### config.mk
export PLATFORM = sky130hd
export DESIGN_NAME = alu_decode_stage
export DESIGN_NICKNAME = d
export VERILOG_FILES = /design/src/rtl/alu_decode_stage.sv
export SDC_FILE = /design/constraint.sdc
export NUM_CORES = 1
export LEC_CHECK = 0
export ABC_CLOCK_PERIOD_IN_PS = 1700
export BUFFER_PORTS_ARGS = -buffer_cell sky130_fd_sc_hd__buf_2
export CAP_MARGIN = 20
export CORE_MARGIN = 10
export CORE_UTILIZATION = 39
export DETAILED_ROUTE_END_ITERATION = 6
export GPL_TIMING_DRIVEN = 1
export PLACE_DENSITY_LB_ADDON = 0.3
export SYNTH_ARGS = -nofsm -noshare
export SYNTH_HDL_FRONTEND = slang
export SYNTH_SLANG_ARGS = --single-unit
### constraint.sdc
create_clock -name clk -period 1.7 [get_ports clk]
set_clock_uncertainty 0.2 [all_clocks]
set_input_delay 0.17 -clock clk [delete_from_list [all_inputs] [get_ports clk]]
set_output_delay 0.17 -clock clk [all_outputs]
set_load 0.01 [all_outputs]
### src/rtl/alu_decode_stage.sv
// ID stage: decodes an RV32 ALU/branch subset into one-hot ALU enables and
// registers it in the ID/EX pipeline register. Optional trap: ALU_DECODE_ILLEGAL_TRAP_EN.
module alu_decode_stage #(
  parameter int               XLEN     = 32,
  parameter logic [XLEN-1:0]  RESET_PC = '0
) (
  input  logic            clk,
  input  logic            reset,
  input  logic            in_valid,
  output logic            in_ready,
  input  logic [XLEN-1:0] instr,
  input  logic [XLEN-1:0] pc,
  input  logic            flush,
  output logic            out_valid,
  input  logic            out_ready,
  output logic            add_en,
  output logic            sub_en,
  output logic            xor_en,
  output logic            or_en,
  output logic            and_en,
  output logic            eq_en,
  output logic [4:0]      rs1,
  output logic [4:0]      rs2,
  output logic [4:0]      rd,
  output logic [XLEN-1:0] imm,
  output logic            use_imm,
  output logic            reg_write,
  output logic            is_branch,
  output logic            branch_ne,
  output logic [XLEN-1:0] pc_out,
  output logic            illegal
);

  // Enable vector bit order: {add, sub, xor, or, and, eq}
  localparam logic [5:0] EN_ADD = 6'b100000, EN_SUB = 6'b010000, EN_XOR = 6'b001000,
                         EN_OR  = 6'b000100, EN_AND = 6'b000010, EN_EQ  = 6'b000001;

  typedef struct packed {
    logic [5:0]      en;
    logic [4:0]      rs1;
    logic [4:0]      rs2;
    logic [4:0]      rd;
    logic [XLEN-1:0] imm;
    logic            use_imm;
    logic            rw;
    logic            br;
    logic            ne;
    logic            ill;
    logic [XLEN-1:0] pc;
  } pay_t;

  pay_t dec, p_d, p_q;
  logic valid_d, valid_q;
  logic halt_d, halt_q;
  logic dec_rw, dec_ill, accept;

  wire [6:0] opcode = instr[6:0];
  wire [2:0] f3     = instr[14:12];
  wire [6:0] f7     = instr[31:25];
  wire [4:0] rd_f   = instr[11:7];

  always_comb begin
    dec         = '0;
    dec_rw      = 1'b0;
    dec_ill     = 1'b0;
    dec.rs1     = instr[19:15];
    dec.rs2     = instr[24:20];
    dec.pc      = pc;
    case (opcode)
      7'b0110011: begin
        dec_rw = 1'b1;
        case ({f7, f3})
          {7'h00, 3'b000}: dec.en = EN_ADD;
          {7'h20, 3'b000}: dec.en = EN_SUB;
          {7'h00, 3'b100}: dec.en = EN_XOR;
          {7'h00, 3'b110}: dec.en = EN_OR;
          {7'h00, 3'b111}: dec.en = EN_AND;
          default: begin dec_rw = 1'b0; dec_ill = 1'b1; end
        endcase
      end
      7'b0010011: begin
        dec_rw      = 1'b1;
        dec.use_imm = 1'b1;
        dec.imm     = {{(XLEN-12){instr[31]}}, instr[31:20]};
        case (f3)
          3'b000:  dec.en = EN_ADD;
          3'b100:  dec.en = EN_XOR;
          3'b110:  dec.en = EN_OR;
          3'b111:  dec.en = EN_AND;
          default: begin dec_rw = 1'b0; dec_ill = 1'b1; dec.use_imm = 1'b0; dec.imm = '0; end
        endcase
      end
      7'b1100011: begin
        if (f3 == 3'b000 || f3 == 3'b001) begin
          dec.en  = EN_EQ;
          dec.br  = 1'b1;
          dec.ne  = f3[0];
          dec.imm = {{(XLEN-13){instr[31]}}, instr[31], instr[7], instr[30:25], instr[11:8], 1'b0};
        end else begin
          dec_ill = 1'b1;
        end
      end
      default: dec_ill = 1'b1;
    endcase
    // A write to x0 is no write at all, and rd is only meaningful when writing.
    dec.rw = dec_rw && (rd_f != 5'd0);
    dec.rd = dec.rw ? rd_f : 5'd0;
`ifdef ALU_DECODE_ILLEGAL_TRAP_EN
    dec.ill = dec_ill;
`else
    dec.ill = 1'b0;
`endif
  end

  assign in_ready = (!valid_q || out_ready) && !halt_q;
  assign accept   = in_valid && in_ready && !flush;

  always_comb begin
    valid_d = valid_q;
    p_d     = p_q;
    halt_d  = halt_q;
    if (flush) begin
      valid_d = 1'b0;
      p_d.en  = '0;
      p_d.rw  = 1'b0;
      p_d.ill = 1'b0;
      p_d.br  = 1'b0;
      halt_d  = 1'b0;
    end else if (accept) begin
      valid_d = 1'b1;
      p_d     = dec;
`ifdef ALU_DECODE_ILLEGAL_TRAP_EN
      halt_d  = dec.ill;
`endif
    end else if (valid_q && out_ready) begin
      // Consumed with nothing behind it: enables must read 0 while invalid.
      valid_d = 1'b0;
      p_d.en  = '0;
      p_d.rw  = 1'b0;
      p_d.ill = 1'b0;
      p_d.br  = 1'b0;
    end
  end

  always_ff @(posedge clk) begin
    if (reset) begin
      valid_q <= 1'b0;
      halt_q  <= 1'b0;
      p_q     <= '0;
      p_q.pc  <= RESET_PC;
    end else begin
      valid_q <= valid_d;
      halt_q  <= halt_d;
      p_q     <= p_d;
    end
  end

  assign out_valid = valid_q;
  assign {add_en, sub_en, xor_en, or_en, and_en, eq_en} = p_q.en;
  assign rs1       = p_q.rs1;
  assign rs2       = p_q.rs2;
  assign rd        = p_q.rd;
  assign imm       = p_q.imm;
  assign use_imm   = p_q.use_imm;
  assign reg_write = p_q.rw;
  assign is_branch = p_q.br;
  assign branch_ne = p_q.ne;
  assign pc_out    = p_q.pc;
  assign illegal   = p_q.ill;

endmodule

### Word level (Yosys, flattened, before mapping)

Cells that the tools add are included.

* input bits: 69
* output and inout port bits: 92
* register bits: 90
* word-level logic and storage cells: 59

* multiplexer cells: 20
* reduce and logical (&&, ||, !) cells: 16
* eq/ne operators: 11
* bitwise logic cells: 1

Operator list (number)
* one-hot mux 32 bit (2 select lines): 1
* two-way mux 33 bit: 1
* two-way mux 32 bit: 1
* == test 10 x 3 -> 1 bit, second input constant: 3
* one-hot mux 6 bit (5 select lines): 1
* one-hot mux 6 bit (4 select lines): 1
* one-hot mux 6 bit (3 select lines): 1
* two-way mux 6 bit: 2
* == test 10 x 9 -> 1 bit, second input constant: 1
* zero test 10 bit: 1
* == test 3 bit, second input constant: 3
* two-way mux 2 bit: 4
* == test 7 x 5 -> 1 bit, second input constant: 1
* == test 7 x 6 -> 1 bit, second input constant: 1
* == test 7 bit, second input constant: 1
* two-way mux 1 bit: 6
* two-way mux 5 bit: 1
* nonzero test 5 bit: 1
* OR reduction 5 bit: 1
* logical AND 1 bit: 4
* OR reduction 4 bit: 1
* == test 3 x 1 -> 1 bit, second input constant: 1
* zero test 3 bit: 1
* zero test 1 bit: 2
* 6 further kinds: 7

### Longest topological paths before layout

Gate-level depths: netlist (run 1).

* depth in word-level cells: 6
* gate-level depth with buffers: 7
* depth with buffers taken out: 5

### Worst setup path before layout (run 1)

Ideal clock, no wire load.

* kind: register -> register
* start point: register valid_q, in the netlist out_valid
* end point: register p_q (netlist bit reg_write)
* stages on the path, launching flop included: 7
* arrival: 1516 ps
* data required time: 1413 ps
* path slack: -103 ps
* buffers on the path: 1
* cell sequence: dfxtp_1 > nor2b_2 > inv_2 > nand2b_4 > buf_6 > or4_1 > o31ai_1

* cells in the longest elaborated chain, start to end: 5
* elaborated cells on any way between the ends: 7
* classes of those cells: 1 x mux; 6 x reduce/logical

Ends and longest elaborated chain
* from (decl): line 53 `logic valid_d, valid_q;`
* from (signal assigned): line 152 `valid_q <= valid_d;`
* zero test 1 bit *: line 115 `assign in_ready = (!valid_q || out_ready) && !halt_q;`
* logical OR 1 bit *: line 115
* named net in_ready: line 10 `output logic in_ready,`
* logical AND 1 bit * (2 in series): line 116 `assign accept = in_valid && in_ready && !flush;`
* two-way mux 2 bit or nonzero test 2 bit (tied branches)
* to (signal assigned): line 154 `p_q <= p_d;`
* to (decl): line 52 `pay_t dec, p_d, p_q;`

Mark *: on every way through the listed nets, which the timed path passes. The rest lies on a longest branch.
A chain may end at the register's enable or synchronous reset.

### Worst setup path after layout (run 1)

* start point: register valid_q, in the netlist out_valid
* end point: register p_q (netlist bit rd[1])

* cells in the longest elaborated chain, start to end: 5

Ends and longest elaborated chain (line)
* zero test 1 bit: 115
* logical OR 1 bit: 115
* logical AND 1 bit (2 in series): 116
* AND reduction 2 bit (no line)

No other way between the ends.

==> results, run 1 <==
- The first global-routing pass estimated 15620 um of wire.
- In this run the remaining antenna-violating nets after routing total 0.
- The number of buffers added by the clock tree synthesis step is 9.
- The number of fill cells is 585.
- Across every metal layer, demand over resource in global routing totals 17.02%.
- The sink of the worst hold path is and_en.
- The portion of synthesized area spent on multiplexers is 0%.
- The count of distinct cell types in the synthesized netlist is 35.
- The post-synthesis share of cell area spent on full adders, half adders and majority gates is 0%.
- Hold is met by 4.484 ps.
- In this run the critical register-to-register path is captured at rd[1].
- The path type of the worst setup path is flip-flop to flip-flop.
- Cells fill 65.54% of the core in the end.
- The number of nets handed over by synthesis was 388.
- The endpoint class of the critical path is a flip-flop.
- The latest clock arrival within the worst-skew pair is 330 ps.
- In this run the clock root is driven by a sky130_fd_sc_hd__clkbuf_8.
- The clock tree from TritonCTS is yes.
- The area growth from synthesis to layout is 61.06%.
- The kind of start point of the critical path is a flip-flop.
- The most common flop cell mapped by yosys is sky130_fd_sc_hd__dfxtp_1.
- The category of cells accounting for the largest share of critical-path delay is simple AND/OR/NAND/NOR gates.
- IR analysis of the VDD net gives a maximum drop of 0.0005303 V.
- Using the TritonRoute via totals, the vias-per-cell ratio works out to 4.831.
- Counting flops and latches in the post-synthesis netlist gives 70.
- The worst hold-check path type is primary input to flip-flop.
- In this run the register-to-register setup slack is 30 ps.
- Sorting the synthesized cells by how often they occur yields sky130_fd_sc_hd__nand2_1, sky130_fd_sc_hd__dfxtp_1, sky130_fd_sc_hd__a21oi_1.
- The number of pins exceeding their max-slew limit in the final report came to 0.
- The number of synthesized flops with an enable pin is 0.
- The finished layout holds 633 standard cells, fillers aside.
- The placed instances occupy a cell area of 3659 um2.
- By area, the combinational part of the netlist is dominated by simple AND/OR/NAND/NOR gates.
- 161 I/O pins were placed.
- Sequential cells were found to cover 50.13% of the synthesized design area.
- The area of the core is 6869 um2.
- The highest achievable clock rate is 597.5 MHz.
- The Yosys warning count is 0.
- Cells with a size suffix above 1 make up 39.11% of the layout.
- The finished cells cover 4502 um2.
- The number of global-route vias before repair is 3107.
- The number of hold violations in the final report is 0.
- Of the post-synthesis cell area, the dominant cell type holds 50.13%.
- The floorplan step set the die width to 104.7 um.
- The initial cell density of the core is 40.69%.
- For this run, the post-layout net count is 601.
- The area share of xor/xnor cells in the synthesized design is 0%.
- Along the worst path, the maximum fanout reaches 5.
- The detailed placer's ending HPWL is 6700 um.
- Counting both buffers and inverters, the worst setup path holds a total of 2.
- The final count of negative-setup-slack endpoints is 0.
- Before antenna repair, the detailed router went through 4 iterations.
- During placement, the flow inserted port buffers numbering 159.
- After Yosys synthesis, and, or, nand and nor cells account for 20.68% of the synthesized area.
- The number of cells traversed by the worst hold path is 4.
- By area the synthesized netlist is led by sky130_fd_sc_hd__dfxtp_1, sky130_fd_sc_hd__nand2_1, sky130_fd_sc_hd__a21oi_1.
- The worst reg-to-reg path cell count is 6.
- The die height is 104.7 um.
- The total wire length is 9743 um.
- The arrival time at the worst endpoint is 1750 ps.
- The required arrival time at the worst endpoint is 1780 ps.
- The clock sink total is 70.
- Setup repair after global routing could not meet its margin everywhere.
- In this run, placement finished with an instance count of 557.
- The largest buffer count on any clock path is 2.
- The synthesized netlist devotes 20.55% of its cell area to compound gates.
- Row generation in the floorplan step produced 30 rows.
- In this run the most critical hold path is launched from instr[12].
- The time the worst path needs with I/O delays and setup is 1674 ps.
- The area taken by flip-flops and latches is 1405 um2.
- The area of the die is 10950 um2.
- 0 antenna diodes ended up in the layout.
- The critical path goes through nor2b_4 -> buf_6 -> nor4_4 -> nor4b_4 -> buf_4 -> a22o_1.
- The delay of the slowest cell on the worst path is 340 ps.
- The post-synthesis async set-or-reset flop share is 0%.
- In the final timing run, aggregate negative setup slack is 0 ps.
- The buffers inserted during post-CTS setup optimization is 0.
- The number of standard cells after synthesis is 319.
- The aggregate global routing overflow is 0.
- The post-route fraction of the period consumed by the critical path is 98.44%.
- The actual slew at the worst max-slew pin is 814.7 ps.
- The startpoint identified for the worst register-to-register timing path is out_valid.
- The tool flagged a number of max-cap violations equal to 0.
- In the final layout, the multi-input gates occupy 1202 um2.
- The level count of the clock H-tree is 3.
- The relative slew slack is 45.22%.
- In the routed design, unresolved DRC markers number 0.
- In this run the mean area of a mapped cell was 8.762 um2.
- The flow ran to the end, and the final reports show no timing, DRC or antenna violations.
- The most area-hungry cell type in the Yosys netlist is sky130_fd_sc_hd__dfxtp_1.
- The routability congestion estimate is 0.7847.
- The initial antenna violation count is 0.
- The number of violations reported at the end of detailed-routing iteration 0 is 104.
- The static leakage is 2.109 nW.
- The largest net degree at the start of global routing is 47.
- The clock input transition at the sequential cells of the worst setup and hold paths is 80 ps.
- The routed layout has 3058 vias.
- Among all cell types in the netlist, the one instantiated most often is sky130_fd_sc_hd__nand2_1.
- Dividing the detail-routed wire length by the instance count gives 15.39 um.
- In this run the cell area of the synthesized design comes to 2795 um2.
- The slowest cell on the critical path is sky130_fd_sc_hd__dfxtp_4.
- The cell area power density is 791.2 nW/um2.
==> layer usage <==
metal  vias to the layer above  global-route usage, %  part of all wire [%]
met4                         0                  7.451                   2.3
met3                        17                  8.231                    10
met5                         -                      0                     0
met1                      1395                  18.98                    40
met2                       130                  27.08                    48
li1                       1516                      -                     -
==> state kept, by name (all words and copies together), names as in the netlist, 5 cells and up <==
signal	flops
imm	13
rs2	5
rs1	5
rd	5
pc_out	32
==> stage by stage <==
step / worst slack, ps / total power (W)
final: 26.49 / 0.003562
after global routing: -58.42 / 0.003726
after detailed placement: -193.6 / 0.002124
after floorplan: 49.95 / 0.001917
after global placement: -180.8 / 0.002114
after CTS: 11.79 / 0.003589
==> repair_timing <==
action	in CTS	in global routing
hold buffers	59	0
gates resized for setup	6	8
gates cloned	1	0
setup endpoints to repair	17	40
hold endpoints to repair	65	0
pin swaps	2	5
==> how the worst max path moves through the flow <==
stage,start,endpoint,slack (ps),cells past startpoint
2_1_floorplan,out_valid,rd[0],50,4
4_1_cts,out_valid,rd[1],10,6
3_5_place_dp,out_valid,imm[2],-190,4
5_1_grt,out_valid,rd[0],-60,6
3_3_place_gp,out_valid,imm[2],-180,4
6_report,out_valid,rd[1],30,6
==> logic make-up (layout without fill, tap and decap cells) <==
group / after synthesis / after routing
other cells: 1 / 1
buf+inv: 40 / 258
compound gates: 85 / 85
simple gates: 123 / 123
flops: 70 / 70
==> power by group <==
group / switching [W] / total, W / internal (W) / leakage, nW
clock network: 0.000595 / 0.00135 / 0.000758 / 0.104
logic: 0.000246 / 0.000501 / 0.000255 / 1.44
registers: 0.0000217 / 0.00171 / 0.00169 / 0.569
total: 0.000862 / 0.00356 / 0.00270 / 2.11
==> worst register-to-register path, stage by stage, from the launching register on <==
cell and delay [ps]:
sky130_fd_sc_hd__dfxtp_4 340, sky130_fd_sc_hd__nor2b_4 130, sky130_fd_sc_hd__buf_6 120, sky130_fd_sc_hd__nor4_4 290, sky130_fd_sc_hd__nor4b_4 250, sky130_fd_sc_hd__buf_4 170, sky130_fd_sc_hd__a22o_1 120
==> layout make-up <==
type / count / area share, %
sequential: 70 / 31.21
clock buffer: 13 / 3.530
inverter: 1 / 0.08338
clock inverter: 3 / 0.9172
tap: 96 / 2.668
timing repair buffer: 241 / 34.88
multi-input combinational: 209 / 26.71
==> cells in the final DEF (no fill, tap or decap), drive strengths merged, types with 2 or more instances in the layout <==
cell type,n
nand3,3
nor2,4
or4,2
dfxtp,70
nor3,2
a21oi,46
inv,2
nand4,2
o21ai,6
a22o,15
nor4,4
a32o,9
o31ai,2
buf,182
nand2,95
a2111oi,2
nand2b,4
clkbuf,13
dlygate4sd3,59
nor4b,2
Note: power is estimated with default switching activity, not from simulation.
==> run 2, diff against run 1 <==
--- a/config.mk
+++ b/config.mk
@@ -13,6 +13,7 @@
 export DETAILED_ROUTE_END_ITERATION = 6
 export GPL_TIMING_DRIVEN = 1
 export PLACE_DENSITY_LB_ADDON = 0.3
+export REMOVE_ABC_BUFFERS = 1
 export SYNTH_ARGS = -nofsm -noshare
 export SYNTH_HDL_FRONTEND = slang
 export SYNTH_SLANG_ARGS = --single-unit
==> run 2 against run 1 <==
Net effect:
- total power increased by 8.1%
- critical path type is now primary input to flip-flop
- non-clock buffer count decreased by 4
- global-route usage increased by 0.99 points
- count of clock-buffer cells in the layout decreased by 3
- clock power increased by 21%
==> results, run 2 (synthesis results as in run 1) <==
- The flow ran to the end, and the final reports show no timing, DRC or antenna violations.
- The actual slew at the worst max-slew pin is 799.2 ps (-15.46 ps).
- The max-cap violation count is 0 (unchanged).
- The worst hold path begins at instr[12].
- The static leakage came to 2.107 nW (about the same).
- The row count is 30 (unchanged).
- The number of pins exceeding their max-slew limit in the final report was 0 (unchanged).
- The switching power as a share of total power is 23.41% (-0.81 points).
- The worst hold margin was 17.98 ps (+13.49 ps).
- The critical path buffer and inverter count came to 3 (+1).
- The worst register-to-register path ends at rd[1].
- The cell area power density was 853.9 nW/um2 (+7.9%).
- For hold timing, the worst endpoint is or_en.
- On the critical path the largest part of the delay comes from buffers and inverters.
- The die width is 104.7 um (unchanged).
- The post-route DRC violation count came to 0 (unchanged).
- The slack of the worst reg-to-reg path was 70 ps (+40 ps).
- The post-route non-filler standard cell count is 628 (-0.79%).
- The number of input and output port buffers inserted is 159 (unchanged).
- The routability congestion estimate was 0.8002 (+2.0%).
- The relative slew slack was 46.26% (+1.0 points).
- Leaving out fill and tap cells, the most frequent cells in the layout are sky130_fd_sc_hd__buf_2, sky130_fd_sc_hd__nand2_1, sky130_fd_sc_hd__dfxtp_1.
- The top-level port count came to 161 (unchanged).
- The worst register-to-register path begins at out_valid.
- The number of hold violations in the final report is 0 (unchanged).
- The die height is 104.7 um (unchanged).
- The final setup slack of the worst path is 61.96 ps (+35.47 ps).
- The cell internal power dissipation came to 0.002948 W (+9.2%).
- The largest buffer count on any clock path is 2 (unchanged).
- The layout cell share with drive strength beyond 1 is 39.10% (about the same).
- The endpoint class of the critical path is a flip-flop.
- The vias after detailed routing is 3070 (+0.39%).
- The latest clock arrival within the worst-skew pair is 330 ps (about the same).
- The number of flip-flops in the largest register is 32 (unchanged).
- The maximum resistive drop on vdd came to 0.0005055 V (-4.7%).
- The detailed placer's ending HPWL is 6857 um (+2.3%).
- Setup repair after global routing could not meet its margin everywhere.
- The area of the die was 10950 um2 (unchanged).
- The final net count is 597 (-0.67%).
- The placed cell count came to 554 (-0.54%).
- The level count of the clock H-tree was 3 (unchanged).
- The clock input transition at the sequential cells of the worst setup and hold paths is 70 ps (about the same).
- The area of the core came to 6869 um2 (unchanged).
- The number of antenna repair diodes came to 0 (unchanged).
- The total wire length is 10150 um (+4.1%).
- The number of cells traversed by the worst hold path is 4 (unchanged).
- The ratio of routed vias to standard cells is 4.889 (+1.2%).
- The final count of negative-setup-slack endpoints came to 0 (unchanged).
- The time the worst path needs with I/O delays and setup is 1638 ps (-35.47 ps).
- The part of the power in registers is 44.4% (-3.5 points).
- The required arrival time at the worst endpoint is 1730 ps (-50 ps).
- The arrival time at the worst endpoint is 1660 ps (-90 ps).
- The number of violations reported at the end of detailed-routing iteration 0 is 91 (-13%).
- The number of routed nets with antenna violations is 0 (unchanged).
- The worst reg-to-reg path cell count is 6 (unchanged).
- The number of global-route vias before repair is 3172 (+2.1%).
- The post-route fraction of the period consumed by the critical path is 96.36% (-2.1 points).
- The highest achievable clock rate is 610.5 MHz (+2.2%).
- The part of the total power dissipated in combinational logic was 12.9% (-1.2 points).
- Clock tree synthesis selected as its root buffer the cell sky130_fd_sc_hd__clkbuf_8.
- The area growth from synthesis to layout is 61.24%.
- The global-route wire length before repair was 16430 um (+5.2%).
- The switching power total is 0.0009008 W (+4.4%).
- The library cell used most frequently in the layout, excluding fill and tap cells, is sky130_fd_sc_hd__buf_2.
- The largest fanout on the critical path was 5 (unchanged).
- The initial antenna violation count was 0 (unchanged).
- The initial cell density of the core came to 40.69% (unchanged).
- TritonCTS built the clock tree.
- The slowest cell on the critical path is sky130_fd_sc_hd__dlygate4sd3_1.
- The delay of the slowest cell on the worst path is 530 ps (+190 ps).
- The clock group share of total power is 42.7% (+4.7 points).
- STA classifies the critical path startpoint as a primary input.
- The critical path in this run is classified as primary input to flip-flop.
- The critical path goes through dlygate4sd3_1 -> buf_2 -> nor2_1 -> a21boi_1 -> nor4b_4 -> buf_4 -> a22o_1.
- The length of the first detailed-routing pass in iterations is 4 (unchanged).
- The min-delay analysis places its worst path in the category primary input to flip-flop.
- The clock sink total is 70 (unchanged).
- The average routed wire per standard cell is 16.16 um (+5.0%).
- The largest net degree at the start of global routing is 47 (unchanged).
- The pre-CTS setup slack is -271.3 ps (-77.71 ps).
- The aggregate global routing overflow was 0 (unchanged).
- The number of buffers added by the clock tree synthesis step is 9 (unchanged).
- The global-route usage over all layers is 18.01% (+0.99 points).
## run 2: changes by cell type in the layout (fill, tap and decap cells not counted), sizes merged
cell	previous run	this run
buf	182	177
bufinv	1	3
clkbuf	13	10
clkinv	1	0
clkinvlp	0	1
dlymetal6s4s	0	1
## run 2: repair_timing
| action | in CTS | in global routing |
|---|---|---|
| buffers inserted | 0 | 0 |
| hold endpoints to repair | 65 | 0 |
| pin swaps | 1 | 5 |
| hold buffers | 60 | 0 |
| gates resized for setup | 5 | 8 |
| setup endpoints to repair | 18 | 16 |
## run 2: metrics by stage
stage | total power (W) | area (um2) | setup TNS (ps) | util [%]
after floorplan | 0.001891 | 2561 | -69060 | -
after CTS | 0.003865 | 4494 | 0 | 65.43
after global routing | 0.003990 | 4507 | -116.4 | 65.61
final | 0.003849 | 4507 | 0 | 65.61
after detailed placement | 0.002120 | 3627 | -4236 | 52.81
after global placement | 0.002110 | 3627 | -3293 | 52.81
## run 2: worst max path at each step
stage	slack (ps)	endpoint	start	cells after the start
after detailed placement	-270	rd[4]	out_valid	4
after global placement	-220	imm[11]	out_valid	4
after CTS	20	rd[2]	instr[30]	7
after global routing	-20	imm[5]	out_valid	7
final	60	rd[1]	instr[31]	7
after floorplan	-1550	imm[11]	out_valid	4
## run 2: power by group through the flow
stage               registers [W]  logic, W  clock network [W]
global route              0.00172  0.000545            0.00173
detailed placement        0.00175  0.000375                  0
finish                    0.00171  0.000496            0.00164
floorplan                 0.00177  0.000122                  0
CTS                       0.00171  0.000486            0.00167
global placement          0.00174  0.000368                  0
## run 2: final cells by class
| class | instances | area (um2) |
|---|---|---|
| fillers | 570 | 2362 |
| repair buffers | 237 | 1540 |
| flip-flops and latches | 70 | 1403 |
| multi-input cells | 209 | 1194 |
| clock buffers | 10 | 137.6 |
| well taps | 96 | 120.1 |
| clock inverters | 5 | 106.4 |
| inverters | 1 | 6.256 |
## run 2: routing by layer
metal / share of wire (%) / wire (um) / GRT usage (%)
met1: 41 / 4171 / 19.70
met2: 46 / 4681 / 30.21
met3: 12 / 1193 / 8.845
met4: 1.0 / 102 / 5.294
met5: 0 / 0 / 0
## run 2: tightest hold or removal path, cell delays in order
cell	delay, ps
sky130_fd_sc_hd__buf_2	80
sky130_fd_sc_hd__buf_4	100
sky130_fd_sc_hd__nand2b_1	100
sky130_fd_sc_hd__o21ai_1	50
==> run 3, diff against run 2 <==
==> constraint.sdc (replaced) <==
create_clock -name clk -period 1.7 [get_ports clk]
set_clock_uncertainty 0.2 [all_clocks]
set_input_delay 0.17 -clock clk [delete_from_list [all_inputs] [get_ports clk]]
set_output_delay 0.17 -clock clk [all_outputs]
set_load 0.1 [all_outputs]
==> run 3 against run 2 <==
Net effect:
- via count increased by 2.9%
- utilization grew 5.4 points
- global-route usage grew 0.94 points
- die area unchanged
- final area grew 8.3%
- combinational power increased by 70%
- fmax fell by 2.2%
- largest power group unchanged
==> results, run 3 (synthesis results as in run 1) <==
- The number of pins exceeding their max-slew limit in the final report is 0 (unchanged).
- The top-level port count came to 161 (unchanged).
- The number of hold violations in the final report is 0 (unchanged).
- In the layout the commonest cells are sky130_fd_sc_hd__buf_2, sky130_fd_sc_hd__nand2_1, sky130_fd_sc_hd__dfxtp_1.
- The final total negative setup slack is 0 ps (unchanged).
- The actual slew at the worst max-slew pin came to 811.5 ps (+12.30 ps).
- The number of violations reported at the end of detailed-routing iteration 0 is 118 (+30%).
- The average routed wire per standard cell is 17.07 um (+5.6%).
- Setup repair after global routing could not meet its margin everywhere.
- The detailed placer's ending HPWL was 7092 um (+3.4%).
- The maximum resistive drop on vdd came to 0.0005343 V (+5.7%).
- The area of all placed cells without fillers is 4881 um2 (+8.3%).
- The total power came to 0.004202 W (+9.2%).
- The critical path is of the primary input to flip-flop type.
- The switching power total is 0.001247 W (+38%).
- The clock tree from TritonCTS is yes.
- The number of routed nets with antenna violations is 0 (unchanged).
- The largest fanout on the critical path is 5 (unchanged).
- The clock group share of total power is 39.2% (-3.5 points).
- The post-route DRC violation count is 0 (unchanged).
- The cell area power density was 860.9 nW/um2 (+0.82%).
- The cell internal power dissipation was 0.002955 W (+0.24%).
- The clock input transition at the sequential cells of the worst setup and hold paths was 80 ps (about the same).
- The post-route fraction of the period consumed by the critical path came to 98.56% (+2.2 points).
- The vias after detailed routing is 3159 (+2.9%).
- The largest buffer count on any clock path came to 2 (unchanged).
- The die height is 104.7 um (unchanged).
- The largest net degree at the start of global routing is 47 (unchanged).
- The total wire length is 10820 um (+6.6%).
- In this run the worst setup path begins at instr[30].
- The category of cells accounting for the largest share of critical-path delay is buffers and inverters.
- The relative slew slack is 45.44% (-0.83 points).
- The path class of the tightest hold or removal check is primary input to flip-flop.
- The global-route wire length before repair was 17050 um (+3.8%).
- The latest clock arrival within the worst-skew pair came to 340 ps (about the same).
- The final net count is 600 (+0.50%).
- The most numerous cell type found on the critical path is sky130_fd_sc_hd__buf_4.
- In this run the most critical hold path is launched from instr[12].
- The startpoint of the worst-slack reg-to-reg timing path is out_valid.
- The max-cap violation count is 0 (unchanged).
- The die width came to 104.7 um (unchanged).
- The number of buffers added by the clock tree synthesis step came to 9 (unchanged).
- The delay of the slowest cell on the worst path is 540 ps (about the same).
- The global-route usage over all layers came to 18.95% (+0.94 points).
- The clock sink total came to 70 (unchanged).
- STA classifies the critical path startpoint as a primary input.
- The most common cell after layout, fill and taps aside is sky130_fd_sc_hd__buf_2.
- The part of the power in registers is 40.7% (-3.7 points).
- The area of the die is 10950 um2 (unchanged).
- The time the worst path needs with I/O delays and setup is 1676 ps (+37.49 ps).
- The length of the first detailed-routing pass in iterations was 5 (+1).
- The critical path buffer and inverter count is 4 (+1).
- From synthesis to final layout, the design area changed by 74.62%.
- The row count came to 30 (unchanged).
- The final count of negative-setup-slack endpoints was 0 (unchanged).
- STA classifies the critical path endpoint as a flip-flop.
- The ratio of routed vias to standard cells is 4.983 (+1.9%).
- The routability congestion estimate is 0.7609 (-4.9%).
- The post-placement cell area is 3970 um2 (+9.5%).
- The arrival time at the worst endpoint was 1760 ps (+100 ps).
- The post-route non-filler standard cell count is 634 (+0.96%).
- The root buffer cell chosen for the clock tree is sky130_fd_sc_hd__clkbuf_8.
- The level count of the clock H-tree is 3 (unchanged).
- The slowest cell on the critical path is sky130_fd_sc_hd__dlygate4sd3_1.
- The area of the core is 6869 um2 (unchanged).
- The flow ran to the end, and the final reports show no timing, DRC or antenna violations.
- The aggregate global routing overflow came to 0 (unchanged).
- Traced cell by cell, the critical path runs through dlygate4sd3_1 -> buf_2 -> a32o_2 -> buf_4 -> nor4b_4 -> buf_4 -> a22o_1.
- The switching power as a share of total power is 29.69% (+6.3 points).
- The initial antenna violation count came to 2 (+2).
- The initial cell density of the core is 40.69% (unchanged).
- The number of fill cells is 492 (-14%).
- The layout cell share with drive strength beyond 1 is 40.30% (+1.2 points).
- The placed cell count is 556 (+0.36%).
- The required arrival time at the worst endpoint is 1780 ps (+50 ps).
- The number of flip-flops in the largest register came to 32 (unchanged).
- The number of input and output port buffers inserted came to 159 (unchanged).
- The highest achievable clock rate is 596.8 MHz (-2.2%).
- The static leakage is 2.203 nW (+4.5%).
- The number of global-route vias before repair is 3278 (+3.3%).
- The part of the total power dissipated in combinational logic is 20.1% (+7.2 points).
## run 3: cell count changes in the layout (fill, tap and decap cells not counted), sizes merged
cell      previous run  this run
clkinvlp             1         0
diode                0         2
clkinv               0         3
inv                  2         1
buf                177       180
## run 3: layer usage
| metal | wire length, um | GRT usage (%) | vias up |
|---|---|---|---|
| met2 | 4983 | 30.66 | 162 |
| li1 | - | - | 1510 |
| met4 | 173 | 8.039 | 0 |
| met3 | 1347 | 9.828 | 18 |
| met5 | 0 | 0 | - |
| met1 | 4316 | 20.41 | 1469 |
## run 3: worst min-delay path, stage by stage
cell	delay (ps)
sky130_fd_sc_hd__buf_2	110
sky130_fd_sc_hd__buf_4	130
sky130_fd_sc_hd__nand2_1	40
sky130_fd_sc_hd__o21ai_0	50
## run 3: layout make-up
class / count / area (um2) / share of cell area, %
Tap cell: 96 / 120.1 / 2.461
Sequential cell: 70 / 1403 / 28.74
Timing Repair Buffer: 240 / 1892 / 38.76
Clock buffer: 10 / 137.6 / 2.820
Multi-Input combinational cell: 209 / 1209 / 24.76
Clock inverter: 6 / 108.9 / 2.230
Antenna cell: 2 / 5.005 / 0.1025
Inverter: 1 / 6.256 / 0.1282
## run 3: power groups by stage
stage                     clock, W  combinational, W  sequential [W]
after floorplan                  0          0.000137         0.00209
after detailed placement         0          0.000709         0.00174
after CTS                  0.00167          0.000821         0.00171
after global placement           0          0.000699         0.00174
after global routing       0.00174          0.000888         0.00171
final                      0.00165          0.000845         0.00171
## run 3: final timing paths
| check | to | slack [ps] | cells past startpoint |
|---|---|---|---|
| max | rd[4] | 20 | 7 |
| min | and_en | 10 | 4 |
| max reg2reg | rd[4] | 60 | 5 |
| min reg2reg | sub_en | 250 | 2 |
## run 3: what timing repair did
action                                  4_1_cts  5_1_grt
hold buffers                                 60        0
endpoints found under the setup margin       67       32
cloned                                        0        0
resized for setup                             6       13
pin swaps                                     1        0
endpoints found under the hold margin        65        0
buffers inserted                              0        1
## run 3: stage by stage
step / hold WS [ps] / utilization (%) / setup WS (ps)
6_report: 13.08 / 71.06 / 24.47
5_1_grt: 25.03 / 71.06 / -25.05
4_1_cts: 5.662 / 70.35 / 18.31
3_5_place_dp: 214.0 / 57.80 / -223.7
3_3_place_gp: 209.7 / 57.80 / -188.2
2_1_floorplan: 39.07 / - / -12700
